$ cat src/rtl/param_mod_counter_bcd.sv
// Loadable up/down modulo counter with a sequential shift-and-add-3 BCD converter.
// The BCD output only changes when a whole conversion completes.
module param_mod_counter_bcd #(
    parameter int WIDTH   = 8,
    parameter int MODULUS = 256,
    parameter int DIGITS  = 3
) (
    input  logic                  clk,
    input  logic                  rst,
    input  logic                  en,
    input  logic                  up,
    input  logic                  load,
    input  logic [WIDTH-1:0]      d,
    output logic [WIDTH-1:0]      q,
    output logic                  wrap,
    output logic [4*DIGITS-1:0]   bcd,
    output logic                  bcd_valid,
    output logic                  busy
);

    // state   | meaning
    // S_IDLE  | bcd matches last_conv; start a conversion when q differs
    // S_SHIFT | converting snap, one bit per clock, WIDTH clocks total
    typedef enum logic {S_IDLE, S_SHIFT} state_t;

    localparam int               SW   = 4*DIGITS + WIDTH;
    localparam int               CW   = $clog2(WIDTH + 1);
    localparam logic [WIDTH-1:0] MAXV = WIDTH'(MODULUS - 1);

    function automatic longint pow10(input int n);
        longint p = 1;
        for (int i = 0; i < n; i++) p = p * 10;
        return p;
    endfunction

    if (MODULUS < 2 || longint'(MODULUS) > (64'd1 << WIDTH)) begin : g_bad_modulus
        $fatal(1, "MODULUS must lie in 2..2**WIDTH");
    end
    if (pow10(DIGITS) < longint'(MODULUS)) begin : g_bad_digits
        $fatal(1, "DIGITS too small to represent MODULUS-1");
    end

    logic [WIDTH-1:0]    r_q;
    logic                r_wrap;
    logic [4*DIGITS-1:0] r_bcd;
    logic [WIDTH-1:0]    r_last_conv;
    logic [WIDTH-1:0]    r_snap;
    logic [SW-1:0]       r_sr;
    logic [CW-1:0]       r_bit_cnt;
    state_t              r_state;
    state_t              w_next;
    logic [SW-1:0]       w_adj;
    logic [SW-1:0]       w_shifted;
    logic                w_last_bit;
    logic                w_differs;

    always_ff @(posedge clk) begin
        if (rst) begin
            r_q    <= '0;
            r_wrap <= 1'b0;
        end else if (load) begin
            r_q    <= (d > MAXV) ? MAXV : d;
            r_wrap <= 1'b0;
        end else if (en) begin
            if (up) begin
                r_q    <= (r_q == MAXV) ? '0 : r_q + 1'b1;
                r_wrap <= (r_q == MAXV);
            end else begin
                r_q    <= (r_q == '0) ? MAXV : r_q - 1'b1;
                r_wrap <= (r_q == '0);
            end
        end else begin
            r_wrap <= 1'b0;
        end
    end

    assign w_differs  = (r_q != r_last_conv);
    assign w_last_bit = (r_bit_cnt == CW'(WIDTH - 1));

    always_comb begin
        w_adj = r_sr;
        for (int i = 0; i < DIGITS; i++) begin
            if (r_sr[WIDTH + 4*i +: 4] >= 4'd5)
                w_adj[WIDTH + 4*i +: 4] = r_sr[WIDTH + 4*i +: 4] + 4'd3;
        end
    end

    assign w_shifted = w_adj << 1;

    always_ff @(posedge clk) begin
        if (rst) r_state <= S_IDLE;
        else     r_state <= w_next;
    end

    always_comb begin
        w_next = r_state;
        case (r_state)
            S_IDLE:  if (w_differs)  w_next = S_SHIFT;
            S_SHIFT: if (w_last_bit) w_next = S_IDLE;
            default: w_next = S_IDLE;
        endcase
    end

    always_ff @(posedge clk) begin
        if (rst) begin
            r_sr        <= '0;
            r_bit_cnt   <= '0;
            r_bcd       <= '0;
            r_last_conv <= '0;
            r_snap      <= '0;
        end else begin
            case (r_state)
                S_IDLE: begin
                    if (w_differs) begin
                        r_snap    <= r_q;
                        r_sr      <= {{(4*DIGITS){1'b0}}, r_q};
                        r_bit_cnt <= '0;
                    end
                end
                S_SHIFT: begin
                    r_sr      <= w_shifted;
                    r_bit_cnt <= r_bit_cnt + 1'b1;
                    if (w_last_bit) begin
                        r_bcd       <= w_shifted[SW-1 -: 4*DIGITS];
                        r_last_conv <= r_snap;
                    end
                end
                default: ;
            endcase
        end
    end

    assign q         = r_q;
    assign wrap      = r_wrap;
    assign bcd       = r_bcd;
    assign busy      = (r_state == S_SHIFT);
    assign bcd_valid = (r_state == S_IDLE) && !w_differs;

endmodule
$ cat config.mk
export PLATFORM = sky130hd
export DESIGN_NAME = param_mod_counter_bcd
export DESIGN_NICKNAME = d
export VERILOG_FILES = /design/src/rtl/param_mod_counter_bcd.sv
export SDC_FILE = /design/constraint.sdc
export NUM_CORES = 1
export LEC_CHECK = 0
export CAP_MARGIN = 20
export CORE_ASPECT_RATIO = 0.8
export CORE_MARGIN = 2
export CORE_UTILIZATION = 50
export DETAILED_ROUTE_END_ITERATION = 6
export MAX_ROUTING_LAYER = met4
export PLACE_DENSITY = 0.73
export SLEW_MARGIN = 20
export SYNTH_ARGS = -nofsm -noshare
export SYNTH_HDL_FRONTEND = slang
export SYNTH_SLANG_ARGS = --single-unit
$ cat constraint.sdc
create_clock -name clk -period 2.61 [get_ports clk]
set_clock_uncertainty 0.15 [all_clocks]
set_input_delay 0.522 -clock clk [delete_from_list [all_inputs] [get_ports clk]]
set_output_delay 0.522 -clock clk [all_outputs]
set_load 0.01 [all_outputs]
After elaboration in Yosys (flattened, before gate mapping) --
Cells that the tools add are included.
Cells by class: add/sub/neg operators 6, order comparisons 4, equal/unequal tests 4, multiplexer cells 17, bitwise logic cells 2, reduce and logical (&&, ||, !) cells 7
Operators with widths (count):
- $mux W8 | 6
- $pmux W20 S2 | 1
- $mux W20 | 1
- $ge A4 B3 Y1 const B | 3
- $mux W4 | 3
- $add A4 B2 Y4 const B | 2
- $add A8 B1 Y8 const B | 1
- $eq A8 B8 Y1 const B | 1
- $gt A8 B8 Y1 const B | 1
- $logic_not A8 Y1 | 1
- $ne A8 B8 Y1 | 1
- $pmux W4 S2 | 1
- $sub A8 B1 Y8 const B | 1
- $add A4 B1 Y4 const B | 1
- $eq A4 B3 Y1 const B | 1
- $reduce_and A2 Y1 | 2
- $add A3 B2 Y3 const B | 1
- $mux W1 | 3
- $mux W3 | 1
- $reduce_or A3 Y1 | 1
- $ne A2 B2 Y1 const B | 1
- $not A1 Y1 | 2
- $pmux W1 S2 | 1
- $reduce_bool A2 Y1 | 1
- 2 further kinds | 2
Storage, ports and cells: bits in registers 62, input port bits 13, output and inout bits 23, word-level logic and storage cells 48

Depth between registers and ports, before layout --
word-level depth 5, depth in mapped cells 8, depth with buffers taken out 7

Least setup slack after synthesis --
OpenSTA, ideal clock, no wires.
path type flip-flop to output port, start register r_q[2], in the netlist q[2], end output port bcd_valid, arrival time 1362 ps, required time 1938 ps, path slack 576 ps, cell stages (with the launch flop) 7, path buffers 1, path through dfxtp_1 > buf_2 > xnor2_1 > nand4_1 > nor2_4 > nand2_1 > inv_2
On the way: cells in the longest elaborated chain, start to end 3
RTL lines:
- start, declared | RTL line 43 | logic [WIDTH-1:0] r_q;
- start signal, assigned | RTL line 62 | r_q <= (d > MAXV) ? MAXV : d;
- start signal, assigned | RTL line 66 | r_q <= (r_q == MAXV) ? '0 : r_q + 1'b1;
- start signal, assigned | RTL line 69 | r_q <= (r_q == '0) ? MAXV : r_q - 1'b1;
- $ne A8 B8 Y1 | RTL line 77 | assign w_differs = (r_q != r_last_conv);
- $logic_not A1 Y1 | RTL line 137 | assign bcd_valid = (r_state == S_IDLE) && !w_differs;
- $logic_and A1 B1 Y1 | RTL line 137
- end, declared | RTL line 17 | output logic bcd_valid,
No other way between the ends.

Final worst setup path --
start register r_last_conv[6], end output port bcd_valid
On the way: cells in the longest elaborated chain, start to end 3
RTL lines:
- start, declared | RTL line 46 | logic [WIDTH-1:0] r_last_conv;
- start signal, assigned | RTL line 125 | r_last_conv <= r_snap;
- $ne A8 B8 Y1 | RTL line 77
- $logic_not A1 Y1 | RTL line 137
- $logic_and A1 B1 Y1 | RTL line 137
No other way between the ends.

==> flow_metrics.py <==
metrics = {
    "synthesis": {
        "synth_ff_type": "sky130_fd_sc_hd__dfxtp_1",
        "synth.yosys.warnings": 0,
        "post_synth_main_area_contributors": "sky130_fd_sc_hd__dfxtp_1 40%, sky130_fd_sc_hd__a21oi_1 9.3%, sky130_fd_sc_hd__nand2_1 7.4%",
        "top_cell_type_s_share_of_synthesized_area_pct": 39.6,
        "post-synth-top-area-cell": "sky130_fd_sc_hd__dfxtp_1",
        "synth-edff-count": 0,
        "synth.ff_latch_count": 62,
        "instance_count_of_the_mapped_netlist": 393,
        "ys_types": 51,
        "post_synth_instance_area_sq_um": 3130,
        "yosys-top-cells-count": "62 x sky130_fd_sc_hd__dfxtp_1, 62 x sky130_fd_sc_hd__nand2_1, 58 x sky130_fd_sc_hd__a21oi_1, 30 x sky130_fd_sc_hd__nor2_1, 20 x sky130_fd_sc_hd__clkbuf_1",
        "syn_area_per_cell_sq_um": 7.97,
        "synth_fp_nets": 416,
        "synth_async_sr_flop_share_pct": 0,
        "ys_seq_area_share_pct": 39.6,
    },
    "hold_path": {
        "holdCritPathClass": "reg2reg",
    },
    "routing": {
        "drt_wl_total_microns": 7520,
        "drcViolationCount": 0,
        "drt_iter0_markers": 184,
        "remaining_antenna_violation_count_after_routing": 0,
        "total_via_count_in_the_routed_design": 2830,
        "drt-vias-per-instance": 5.52,
        "detailedRoute.firstPassIterationCount": 4,
        "detail_route.wl_per_cell_microns": 14.7,
    },
    "sta": {
        "rsz0062_at_grt": "no",
        "period_minus_slack_ns": 2.39,
        "max_slew.worst_pin.slew_ns": 0.767,
        "achievable-frequency_mhz": 418,
        "final.hold.worst_slack_ns": 0.303,
        "final_setup_tns_ns": 0,
        "final_max_slew_viol_count": 0,
        "timing.final.hold_violations": 0,
        "maxSlewHeadroom_pct": 48.9,
        "setup_violations": 0,
        "period_share_pct": 91.7,
    },
    "die": {
        "overall_die_area_sq_um": 6920,
        "die_y_microns": 74.8,
        "floorplan.initialDensity_pct": 52.4,
        "die_x_microns": 92.5,
        "core.rowCount": 25,
        "top_level_ports": 36,
        "floorplan.core_area_sq_um": 5970,
    },
    "clock_network": {
        "cts-root-buf": "sky130_fd_sc_hd__clkbuf_8",
        "clock_latency_ns": 0.35,
        "htree_num_levels": 3,
        "cts.reportedPaths.clkPinSlew_ns": 0.06,
        "clockBufferDepth": 2,
        "postCtsHoldBufs": 0,
        "cts_sinks": 62,
        "cts_bufs_inserted": 9,
        "tritoncts": "done",
    },
    "final_layout": {
        "nFillCells": 547,
        "area_of_all_placed_cells_without_fillers_sq_um": 3760,
        "n_antenna_cell": 0,
        "drive_gt1_share_pct": 10.2,
        "final_nets": 452,
        "stdcell_count": 513,
        "synthToLayoutAreaGrowth_pct": 20.0,
    },
    "pwr": {
        "worst_ir_drop_vdd_v": 0.000317,
        "power.static_leakage_nw": 1.32,
        "power.density_cell_area_nw_per_um2": 544,
    },
    "placement": {
        "dpl-instance-area_sq_um": 3590,
        "port_buffers": 35,
        "placedCellCount": 499,
        "post_dp_hpwl_microns": 5140,
        "gp_congestion": 0.868,
    },
    "run_status": {
        "result_of_the_run": "complete, no violations",
    },
    "critical_path": {
        "r2r-start": "q[0]",
        "crit_path_start_kind": "flop",
        "worstPathCellList": "xnor2_1 > nand4_1 > nor2_4 > nand2_1 > inv_2 > dlygate4sd2_1",
        "worst-endpoint-required_ns": 1.94,
        "worst_ep_arrival_time_ns": 1.72,
        "timing.reg2reg.worst_path_depth": 8,
        "worst_setup_path_end_kind": "primary output",
        "worstSetupPathDepth": 6,
        "cp_slowest_stage_delay_ns": 0.32,
        "category_of_the_most_critical_setup_path": "reg2out",
        "timing.critical_path.buf_inv": 2,
        "critical_path.endpoint": "bcd_valid",
        "rr_endpoint": "q[7]",
        "ff2ff_setup_slack_ns": 0.34,
        "cell_class_contributing_the_biggest_share_of_worst_path_delay": "simple AND/OR/NAND/NOR gates",
        "cp_slowest_cell": "sky130_fd_sc_hd__dfxtp_1",
        "setup.worst_path.start": "r_last_conv[6]",
        "crit_fanout": 6,
    },
    "global_routing": {
        "first_global_vias": 2566,
        "grt_antenna_before_repair": 0,
        "groute.usage.overall_pct": 24.5,
        "wire_length_of_the_first_global_routing_pass_microns": 12700,
        "overflow_after_grt": 0,
        "grt_start_max_net_pins": 50,
    },
    "flow_run": {
        "max_cap_viol_count": 0,
    },
}
-- cells in the final DEF, fill, tap and decap left out, types with 11 or more instances in the layout --
cell                              synthesis  layout
sky130_fd_sc_hd__a211oi_1                11      11
sky130_fd_sc_hd__buf_4                    1      19
sky130_fd_sc_hd__nor2_1                  30      30
sky130_fd_sc_hd__dfxtp_1                 62      62
sky130_fd_sc_hd__o21ai_1                 12      12
sky130_fd_sc_hd__clkdlybuf4s50_1          0      33
sky130_fd_sc_hd__nand2_1                 62      62
sky130_fd_sc_hd__nand3_1                 16      16
sky130_fd_sc_hd__mux2i_1                 12      12
sky130_fd_sc_hd__a21oi_1                 58      58
sky130_fd_sc_hd__xnor2_1                 14      12
-- power breakdown --
| group | internal (W) | switching [W] |
|---|---|---|
| logic | 0.000144 | 0.000206 |
| registers | 0.000980 | 0.0000218 |
| clock network | 0.000356 | 0.000338 |
-- logic make-up (layout without fill, tap and decap cells) --
kind of cell / count (synthesis) / count (layout) / synth area share [%]
buffers and inverters: 41 / 80 / 5.67
flip-flops: 62 / 62 / 39.6
XOR/XNOR: 16 / 16 / 4.47
AND/OR/NAND/NOR: 148 / 148 / 22.6
multiplexers: 13 / 13 / 4.55
adder cells (fa/ha/maj): 10 / 10 / 3.99
AO/OA/AOI/OAI: 103 / 103 / 19.1
-- worst reg2reg max path, delay by kind of cell (launching register included) --
| kind | cells | cell delay [ns] |
|---|---|---|
| simple gates | 2 | 0.66 |
| mux | 1 | 0.45 |
| flops | 1 | 0.32 |
| buf+inv | 2 | 0.30 |
| compound gates | 2 | 0.18 |
| fa+ha+maj | 1 | 0.15 |
-- repair_timing --
item,CTS,global route
endpoints found under the setup margin,1,0
gates resized for setup,3,0
endpoints found under the hold margin,0,0
buffers inserted,0,0
-- worst min path at each step --
stage / end / from / cells after the start
after global routing: bcd[0] / bcd[0] / 2
after CTS: bcd[6] / bcd[6] / 2
after detailed placement: bcd[6] / bcd[6] / 2
after floorplan: r_last_conv[0] / r_snap[0] / 2
final: r_last_conv[2] / r_snap[2] / 2
after global placement: r_last_conv[2] / r_snap[2] / 2
-- metal layers --
metal	global-route usage [%]	wire length, microns
met1	34.4	3790
met2	35.4	3310
met3	6.31	354
met4	6.14	74
met5	-	0
-- area by class of cell --
type | instances | area (sq um) | share of cell area [%]
clock buffer | 12 | 145 | 3.86
clock inverter | 2 | 10.0 | 0.266
inverter | 12 | 45.0 | 1.20
multi-input combinational | 290 | 1730 | 46.0
sequential | 62 | 1240 | 33.0
tap | 81 | 101 | 2.70
timing repair buffer | 54 | 487 | 12.9
-- registers in the layout, indices dropped and copies added (netlist names) --
register / cells
bcd: 12
busy: 1
q: 8
r_bit_cnt: 4
r_last_conv: 8
r_snap: 8
r_sr: 20
wrap: 1
-- metrics by stage --
stage | power (W) | setup slack (ns) | utilization (%)
floorplan | 0.00125 | 0.576 | -
finish | 0.00205 | 0.218 | 62.9
detailed placement | 0.00137 | 0.307 | 60.1
global route | 0.00214 | 0.0381 | 62.9
CTS | 0.00206 | 0.224 | 62.9
global placement | 0.00136 | 0.338 | 60.1
Note: power is estimated with default switching activity, not from simulation.
